[config.mk]
export PLATFORM = sky130hd
export DESIGN_NAME = prm_occ_frame_loader_flat
export DESIGN_NICKNAME = d
export VERILOG_FILES = /design/src/rtl/prm_occ_frame_loader_if.sv /design/src/rtl/prm_occ_frame_loader.sv /design/src/flat_wrapper.sv
export SDC_FILE = /design/constraint.sdc
export NUM_CORES = 1
export LEC_CHECK = 0
export ABC_AREA = 1
export CAP_MARGIN = 25
export CORE_MARGIN = 5
export CORE_UTILIZATION = 25
export CTS_BUF_LIST = sky130_fd_sc_hd__clkbuf_16
export DETAILED_ROUTE_END_ITERATION = 12
export GPL_TIMING_DRIVEN = 0
export SETUP_SLACK_MARGIN = 0.5
export SLEW_MARGIN = 20
export SYNTH_ARGS = -nofsm -noshare
export SYNTH_HDL_FRONTEND = slang
export SYNTH_SLANG_ARGS = --single-unit
[constraint.sdc]
create_clock -name clk -period 3.1 [get_ports clk]
set_clock_uncertainty 0.2 [all_clocks]
set_input_delay 0.465 -clock clk [delete_from_list [all_inputs] [get_ports clk]]
set_output_delay 0.465 -clock clk [all_outputs]
set_load 0.01 [all_outputs]
[src/rtl/prm_occ_frame_loader_if.sv]
// Handshake bundle between the voxel-index producer, the frame loader and the result consumer.
// The master side drives the voxel beats and the result acknowledge. The slave side is the loader.
interface prm_occ_frame_loader_if #(
  parameter int IDX_W = 4,
  parameter int CNT_W = 5
);
  logic             vox_valid;
  logic             vox_ready;
  logic [IDX_W-1:0] vox_idx;
  logic             vox_last;
  logic             res_valid;
  logic             res_ready;
  logic             res_blocked;
  logic [CNT_W-1:0] res_count;
  logic             res_err;

  modport master (
    output vox_valid, vox_idx, vox_last, res_ready,
    input  vox_ready, res_valid, res_blocked, res_count, res_err
  );

  modport slave (
    input  vox_valid, vox_idx, vox_last, res_ready,
    output vox_ready, res_valid, res_blocked, res_count, res_err
  );
endinterface

[src/rtl/prm_occ_frame_loader.sv]
// Builds one obstacle frame of voxel indices into a shadow vector and commits it atomically to the checker inputs.
// After a settle window it samples the checker's edge_mask and reports it as a single result beat.
module prm_occ_frame_loader #(
  parameter int NUM_VOX    = 15,
  parameter int IDX_W      = 4,
  parameter int CNT_W      = 5,
  parameter int SETTLE_CYC = 2
) (
  input  logic                   clk,
  input  logic                   rst_n,
  prm_occ_frame_loader_if.slave  bus,
  output logic [NUM_VOX-1:0]     occ_vec,
  input  logic                   edge_mask_in,
  output logic                   busy
);

  localparam int SET_W = (SETTLE_CYC > 1) ? $clog2(SETTLE_CYC) : 1;

  typedef enum logic [1:0] {
    S_LOAD   = 2'd0,
    S_SETTLE = 2'd1,
    S_REPORT = 2'd2
  } state_e;

  state_e             state_q,       state_d;
  logic [NUM_VOX-1:0] shadow_q,      shadow_d;
  logic [NUM_VOX-1:0] occ_q,         occ_d;
  logic [CNT_W-1:0]   beat_cnt_q,    beat_cnt_d;
  logic               err_q,         err_d;
  logic [SET_W-1:0]   settle_q,      settle_d;
  logic               res_valid_q,   res_valid_d;
  logic               res_blocked_q, res_blocked_d;
  logic [CNT_W-1:0]   res_count_q,   res_count_d;
  logic               res_err_q,     res_err_d;

  logic               beat_fire;
  logic               idx_ok;
  logic [NUM_VOX-1:0] beat_bit;
  logic [CNT_W-1:0]   beat_cnt_inc;

  // Ready is gated by rst_n so no beat can be claimed while the loader is held in reset.
  assign bus.vox_ready = rst_n && (state_q == S_LOAD);
  assign beat_fire     = bus.vox_valid && bus.vox_ready;
  assign idx_ok        = {1'b0, bus.vox_idx} < (IDX_W + 1)'(NUM_VOX);
  assign beat_bit      = idx_ok ? (NUM_VOX'(1) << bus.vox_idx) : '0;
  assign beat_cnt_inc  = (beat_cnt_q == '1) ? beat_cnt_q : beat_cnt_q + CNT_W'(1);

  // NOTE: every signal written here gets a default first, so no path through the case can infer a latch.
  always_comb begin
    state_d       = state_q;
    shadow_d      = shadow_q;
    occ_d         = occ_q;
    beat_cnt_d    = beat_cnt_q;
    err_d         = err_q;
    settle_d      = settle_q;
    res_valid_d   = res_valid_q;
    res_blocked_d = res_blocked_q;
    res_count_d   = res_count_q;
    res_err_d     = res_err_q;

    unique case (state_q)
      S_LOAD: begin
        if (beat_fire) begin
          beat_cnt_d = beat_cnt_inc;
          err_d      = err_q || !idx_ok;
          if (bus.vox_last) begin
            occ_d    = shadow_q | beat_bit;
            shadow_d = '0;
            settle_d = SET_W'(SETTLE_CYC - 1);
            state_d  = S_SETTLE;
          end else begin
            shadow_d = shadow_q | beat_bit;
          end
        end
      end
      S_SETTLE: begin
        if (settle_q == '0) begin
          res_blocked_d = edge_mask_in;
          res_count_d   = beat_cnt_q;
          res_err_d     = err_q;
          res_valid_d   = 1'b1;
          beat_cnt_d    = '0;
          err_d         = 1'b0;
          state_d       = S_REPORT;
        end else begin
          settle_d = settle_q - SET_W'(1);
        end
      end
      S_REPORT: begin
        if (bus.res_ready) begin
          res_valid_d = 1'b0;
          state_d     = S_LOAD;
        end
      end
      default: state_d = S_LOAD;
    endcase
  end

  // NOTE: state updates use non-blocking assignments so every register samples pre-edge values.
  // NOTE: the shadow vector is reset along with the control state; a reset must discard any half-built frame.
  always_ff @(posedge clk or negedge rst_n) begin
    if (!rst_n) begin
      state_q       <= S_LOAD;
      shadow_q      <= '0;
      occ_q         <= '0;
      beat_cnt_q    <= '0;
      err_q         <= 1'b0;
      settle_q      <= '0;
      res_valid_q   <= 1'b0;
      res_blocked_q <= 1'b0;
      res_count_q   <= '0;
      res_err_q     <= 1'b0;
    end else begin
      state_q       <= state_d;
      shadow_q      <= shadow_d;
      occ_q         <= occ_d;
      beat_cnt_q    <= beat_cnt_d;
      err_q         <= err_d;
      settle_q      <= settle_d;
      res_valid_q   <= res_valid_d;
      res_blocked_q <= res_blocked_d;
      res_count_q   <= res_count_d;
      res_err_q     <= res_err_d;
    end
  end

  assign occ_vec         = occ_q;
  assign busy            = (state_q == S_SETTLE) || (state_q == S_REPORT);
  assign bus.res_valid   = res_valid_q;
  assign bus.res_blocked = res_blocked_q;
  assign bus.res_count   = res_count_q;
  assign bus.res_err     = res_err_q;

endmodule
[src/flat_wrapper.sv]
// flat-port wrapper written by rule: the top's interface ports become plain ports
module prm_occ_frame_loader_flat 
#(
  parameter int NUM_VOX    = 15,
  parameter int IDX_W      = 4,
  parameter int CNT_W      = 5,
  parameter int SETTLE_CYC = 2
)
  (clk, rst_n, occ_vec, edge_mask_in, busy, bus_vox_valid, bus_vox_idx, bus_vox_last, bus_res_ready, bus_vox_ready, bus_res_valid, bus_res_blocked, bus_res_count, bus_res_err);
  prm_occ_frame_loader_if #(.IDX_W(IDX_W), .CNT_W(CNT_W)) bus_i ();
  input  logic clk;
  input  logic rst_n;
  output logic [NUM_VOX-1:0] occ_vec;
  input  logic edge_mask_in;
  output logic busy;
  input wire logic [$bits(bus_i.vox_valid)-1:0] bus_vox_valid;
  input wire logic [$bits(bus_i.vox_idx)-1:0] bus_vox_idx;
  input wire logic [$bits(bus_i.vox_last)-1:0] bus_vox_last;
  input wire logic [$bits(bus_i.res_ready)-1:0] bus_res_ready;
  output wire logic [$bits(bus_i.vox_ready)-1:0] bus_vox_ready;
  output wire logic [$bits(bus_i.res_valid)-1:0] bus_res_valid;
  output wire logic [$bits(bus_i.res_blocked)-1:0] bus_res_blocked;
  output wire logic [$bits(bus_i.res_count)-1:0] bus_res_count;
  output wire logic [$bits(bus_i.res_err)-1:0] bus_res_err;
  assign bus_i.vox_valid = bus_vox_valid;
  assign bus_i.vox_idx = bus_vox_idx;
  assign bus_i.vox_last = bus_vox_last;
  assign bus_i.res_ready = bus_res_ready;
  assign bus_vox_ready = bus_i.vox_ready;
  assign bus_res_valid = bus_i.res_valid;
  assign bus_res_blocked = bus_i.res_blocked;
  assign bus_res_count = bus_i.res_count;
  assign bus_res_err = bus_i.res_err;
  prm_occ_frame_loader #(.NUM_VOX(NUM_VOX), .IDX_W(IDX_W), .CNT_W(CNT_W), .SETTLE_CYC(SETTLE_CYC)) u_core (.clk(clk), .rst_n(rst_n), .bus(bus_i), .occ_vec(occ_vec), .edge_mask_in(edge_mask_in), .busy(busy));
endmodule
==> run summary <==
==============================================================================
Outcome ......................................................... finished clean
Layout cells sized above 1 ......................................        7.74%
Vias/cell .......................................................         4.13
Required time of the critical path ..............................      2.43 ns
Final non-filler cell total .....................................          447
# rows ..........................................................           35
Final hold viol count ...........................................            0
Horiz. Die Dim ..................................................       106 um
Antenna Nets Post-Route .........................................            0
Nature of the critical path startpoint ..........................     register
Clock-pin slew on the worst setup and hold paths ................      0.06 ns
Setup repair after global routing missed its margin .............           no
Overall track demand over capacity in global routing ............        9.75%
HP Class ........................................................ input pin to async pin
Post-layout min period ..........................................      2.43 ns
Max-cap check violation count ...................................            0
Mean area per synthesized cell ..................................   7.82 sq um
Drt first pass iters ............................................            4
CTS buffer count ................................................            5
Worst Tran Pin Value ............................................     0.658 ns
Fillers .........................................................          970
CTS root buffer .................................................    clkbuf_16
Register area share after synthesis .............................        51.2%
Share of the synthesized area in the top cell type ..............        51.2%
Achievable frequency ............................................      411 MHz
Placeable core region ...........................................   9110 sq um
Post-CTS setup buffers ..........................................            0
Final TNS setup .................................................         0 ns
Cell Chain, Critical Path ....................................... inv_1, ha_1, buf_6, nand2_1, inv_1, clkdlybuf4s50_1
IO Count ........................................................           35
Starting Density ................................................        25.2%
Seq pwr share ...................................................        36.3%
Share of total power in the clock network .......................        26.2%
CTS sink cnt ....................................................           47
Cell Area, Synth ................................................   2300 sq um
Worst IR Drop VDD ...............................................     0.312 mV
Cell area reported after detailed placement .....................   2780 sq um
Antenna cells ...................................................            0
Resize count post-CTS ...........................................            0
Number of buffer cells added on primary ports ...................           34
Rel. slew slack .................................................        56.1%
Number of remaining DRC errors ..................................            0
Largest stage delay, worst path .................................      0.54 ns
Final count of pins violating max slew ..........................            0
Number of DRC violations after detailed-routing iteration 0 .....           42
Number of cells after detailed placement ........................          439
Worst slack on hold paths .......................................   0.00132 ns
Height of the die ...............................................       106 um
Arrival time reported for the critical path endpoint ............      1.77 ns
Final Core Density ..............................................        32.3%
Overflow after GRT ..............................................            0
Overall power consumption .......................................      2.32 mW
Area Overhead vs Synth ..........................................        27.9%
Switching power .................................................     0.795 mW
GP Congestion ...................................................        0.826
Cell with the most instances on the worst path ..................        inv_1
Area enclosed by the die boundary ...............................  11200 sq um
Top cells by area in the synthesized netlist .................... dfrtp_1 51%, nand2_1 20%, inv_1 6.9%
Kind of critical path ........................................... register to output port
Final period utilization ........................................        78.5%
Post-Place Setup Slack ..........................................     0.653 ns
Final instance area .............................................   2940 sq um
Via count of the routed design ..................................         1846
Fraction of power spent switching nets ..........................        34.3%
Standby leakage power ...........................................      1.49 nW
Post-synth net total ............................................          310
TritonCTS clock tree ............................................        built
Combinational fraction of design power ..........................        37.5%
Later-pin clock latency in the skew report ......................      0.29 ns
Final-report setup violation count ..............................            0
Via count of the first global-routing pass ......................         1808
Maximum number of pins on one net before global-route repair ....           52
Quantity of hold-fixing buffers added after cts .................            0
Initial antenna violation count .................................            0
Category of the worst setup path capture point ..................  output port
Cell Pwr Density ................................................  789 nW/um^2
Internal ........................................................      1.52 mW
Worst R2R Setup Slack ...........................................      1.36 ns
Warnings from Yosys .............................................            0
Critical-path top delay cell .................................... clkdlybuf4s50_1
H-tree level count ..............................................            2
Number of different library cells in the post-synthesis netlist .           23
Area leader, netlist ............................................      dfrtp_1
Instance count of the mapped netlist ............................          294
Detail Placement HPWL ...........................................      3670 um
Drt wl/cell .....................................................      11.3 um
Wire length of the first global-routing pass ....................      8670 um
Largest driver fanout on the critical path ......................            8
Routed WL .......................................................      5060 um
Buffer depth of the longest clock path ..........................            2
Final-stage net count ...........................................          351
Min setup slack post-route ......................................     0.665 ns
Number of register bits inferred by synthesis ...................           47
==============================================================================
## cell usage in the layout, fill, tap and decap left out, types with 4 or more instances in the layout
cell | netlist | final
nand3_1 | 12 | 12
buf_6 | 4 | 4
dfrtp_1 | 47 | 47
nand2_1 | 120 | 120
clkbuf_16 | 0 | 5
o21ai_0 | 19 | 19
nor2_1 | 22 | 22
clkdlybuf4s50_1 | 0 | 33
ha_1 | 6 | 6
inv_1 | 42 | 42
## per-layer routing
layer  vias to the layer above  share of wire, %  GRT usage [%]
li1                        971                 -              -
met1                       840                47           11.9
met2                        30                46           16.3
met3                         5               6.0           3.98
met4                         0              0.97           2.04
met5                         -                 0              0
## power by group through the flow
stage          sequential, mW  combinational [mW]  clock, mW
2_1_floorplan           0.887               0.478          0
4_1_cts                 0.844               0.893      0.620
6_report                0.842               0.869      0.607
5_1_grt                 0.863               0.988      0.649
3_5_place_dp            0.854               0.887          0
3_3_place_gp            0.849               0.878          0
## sequential cells by signal, indices dropped and copies added (netlist names)
| name | flops |
|---|---|
| u_core.settle_q | 1 |
| u_core.bus.res_count | 5 |
| u_core.bus.res_err | 1 |
| u_core.state_q | 2 |
| u_core.bus.res_valid | 1 |
| u_core.occ_vec | 15 |
| u_core.bus.res_blocked | 1 |
| u_core.err_q | 1 |
| u_core.beat_cnt_q | 5 |
| u_core.shadow_q | 15 |
## final timing paths
path,depth (start not counted),endpoint,startpoint
max,6,bus_vox_ready,u_core.state_q[0]
min,1,u_core.occ_vec[11],rst_n
max reg2reg,9,u_core.beat_cnt_q[0],u_core.state_q[0]
min reg2reg,2,u_core.bus.res_blocked,u_core.bus.res_blocked
max in group asynchronous,1,u_core.occ_vec[3],rst_n
min in group clk,2,u_core.bus.res_blocked,u_core.bus.res_blocked
## synth_stat cells, drive strengths merged
master	n
nand4	2
nor2	25
a21oi	3
nor3b	1
dfrtp	47
and2	1
nand3	13
ha	6
o21ai	21
buf	7
and3	1
inv	45
nand2	122
## critical path, delay by kind of cell, from the launching register on
| kind | cells | cell delay, ns |
|---|---|---|
| and+or+nand+nor | 1 | 0.06 |
| adders and majority gates | 1 | 0.17 |
| DFF | 1 | 0.40 |
| buffers and inverters | 4 | 0.86 |
## cells by family (layout without fill, tap and decap cells)
| group | count (synthesis) | in the layout | synth area share, % |
|---|---|---|---|
| buf+inv | 52 | 94 | 10.1 |
| compound gates | 24 | 24 | 5.39 |
| simple gates | 165 | 165 | 30.1 |
| flops | 47 | 47 | 51.2 |
| fa+ha+maj | 6 | 6 | 3.27 |
## area by class of cell
type	count	area, sq um	share of cell area [%]
sequential	47	1180	40.0
buffer	7	62.6	2.13
timing repair buffer	34	338	11.5
inverter	45	169	5.75
clock buffer	5	125	4.26
clock inverter	3	38.8	1.32
multi-input combinational	195	891	30.3
tap	111	139	4.73
Note: power is estimated with default switching activity, not from simulation.
==> edit: new RTL, same flow settings <==
Encoding of `state_e`: now one-hot (3 bits for 3 states).
--- a/src/rtl/prm_occ_frame_loader.sv
+++ b/src/rtl/prm_occ_frame_loader.sv
@@ -17,8 +17,8 @@
   localparam int SET_W = (SETTLE_CYC > 1) ? $clog2(SETTLE_CYC) : 1;
 
-  typedef enum logic [1:0] {
-    S_LOAD   = 2'd0,
-    S_SETTLE = 2'd1,
-    S_REPORT = 2'd2
+  typedef enum logic [2:0] {
+    S_LOAD   = 3'b001,
+    S_SETTLE = 3'b010,
+    S_REPORT = 3'b100
   } state_e;
 
Behaviour: no difference found for any inputs over 4 cycles, from zero or initial values and one cycle with rst_n low; so few cycles prove little.
==> edit against the unedited design <==
- area after synthesis down 4.8%
- count of clock-buffer cells in the layout unchanged
- wire length up 2.3%
- sequential cell count up 1
- final area down 2.6%
- worst setup slack better by 0.016 ns
- power up 3.5%
- largest power group is now registers
- highest routed layer unchanged
==> edit: results (changes against the unedited design) <==
[critical_path]
cp_max_fo=6  ; -2
crit_start=u_core.state_q[0]$_DFFE_PN1P_
reg2reg_from=u_core.beat_cnt_q[0]$_DFFE_PN0P_
slowest_stage=dfstp_2
cpPeakStageDelay_ns=0.56  ; +0.02 ns
cp.arrival_ns=1.75  ; -0.02 ns

[cts]
insertion_delay_ns=0.29  ; about the same
clockRootBuffer=clkbuf_16
clk_pin_slew_ns=0.06  ; about the same

[timing]
relSlewSlack_pct=63.4  ; +7.2 points

[synth]
synth_common_cells=85 x nand2_1, 47 x dfrtp_1, 38 x nand3_1
yosysSeqAreaShare_pct=54.9  ; +3.8 points
synth_cell_type_count=19  ; -17%
synth_nets=277  ; -11%
ys_top_cells_by_area=dfrtp_1 54%, nand2_1 15%, nand3_1 8.7%

[placed_design]
placed_area_um2=2690  ; -3.2%
hpwl_um=3710  ; +1.0%
place_congestion=0.829  ; +0.36%
place_ws_ns=0.423  ; -0.230 ns

[finish]
n_antenna_cell=0  ; unchanged
fillers=898  ; -7.4%
utilization_pct=33.1  ; +0.88 points
nets=321  ; -8.5%
drive_gt1_share_pct=7.74  ; about the same

[global_routing]
grt_pass1_wl_um=8780  ; +1.2%
track_usage_pct=9.85  ; +0.099 points
grt_pass1_vias=1909  ; +5.6%
grt_start_max_net_pins=25  ; -52%

[routing]
via_per_inst=4.49  ; +8.7%
drt_wl_total_um=5170  ; +2.3%
drc_errors=0  ; unchanged
initialDrtViolationCount=96  ; +130%

[pwr]
static-leakage-power_nw=1.42  ; -5.0%
sw_frac_of_total_pct=34.6  ; +0.36 points
ir_drop_uv=365  ; +17%

[worst_hold_path]
hp-class=flip-flop to flip-flop

[run_status]
status=finished, final reports clean

## edit: cells by family (layout without fill, tap and decap cells)
logic type	Yosys count	count (layout)	share of synthesized area [%]
buffers and inverters	43	88	7.95
AND/OR/NAND/NOR	135	135	27.4
flip-flops	48	48	54.9
AO/OA/AOI/OAI	37	37	8.58
adder cells (fa/ha/maj)	2	2	1.14
## edit: worst paths after layout
kind,end,slack (ns),cells after the start
worst max register to register,u_core.beat_cnt_q[4]$_DFFE_PN0P_,0.86,8
min in group asynchronous,u_core.state_q[0]$_DFFE_PN1P_,0.69,2
worst min-delay path,u_core.bus.res_count[2]$_DFFE_PN0P_,0.27,2
worst min register to register,u_core.bus.res_count[2]$_DFFE_PN0P_,0.27,2
worst max-delay path,busy,0.68,4
max in group asynchronous,u_core.bus.res_count[4]$_DFFE_PN0P_,1.85,3
## edit: stage by stage
step	setup TNS [ns]	instances
global route	0	418
global placement	-46.76	407
CTS	0	418
finish	0	418
detailed placement	0	408
floorplan	0	265
## edit: routing by layer
metal / global-route usage (%) / share of wire, % / vias up
li1: - / - / 940
met1: 13.1 / 51 / 877
met2: 15.1 / 42 / 50
met3: 3.30 / 5.1 / 10
met4: 3.09 / 1.7 / 0
met5: 0 / 0 / -
## edit: what timing repair did
action,in CTS,in global routing
hold buffers,2,0
hold endpoints to repair,24,0
setup endpoints to repair,1,0
gates resized for setup,1,0
## edit: layout make-up
type | instances | share of cell area, %
buffer | 7 | 1.35
clock buffer | 5 | 4.37
clock inverter | 3 | 0.656
inverter | 36 | 4.72
multi-input combinational | 174 | 28.4
sequential | 48 | 42.0
tap | 108 | 4.72
timing repair buffer | 37 | 13.8
## edit: power groups by stage
stage / Combinational (mW) / Sequential (mW) / Clock [mW]
finish: 0.873 / 0.992 / 0.536
global route: 0.983 / 1.03 / 0.579
CTS: 0.889 / 0.994 / 0.548
detailed placement: 0.872 / 1.00 / 0
global placement: 0.857 / 1.00 / 0
floorplan: 0.412 / 1.04 / 0
## edit: critical path, delay by kind of cell, from the launching register on
family | cells | cell delay (ns)
buffers and inverters | 2 | 0.56
AND/OR/NAND/NOR | 2 | 0.34
flip-flops | 1 | 0.56
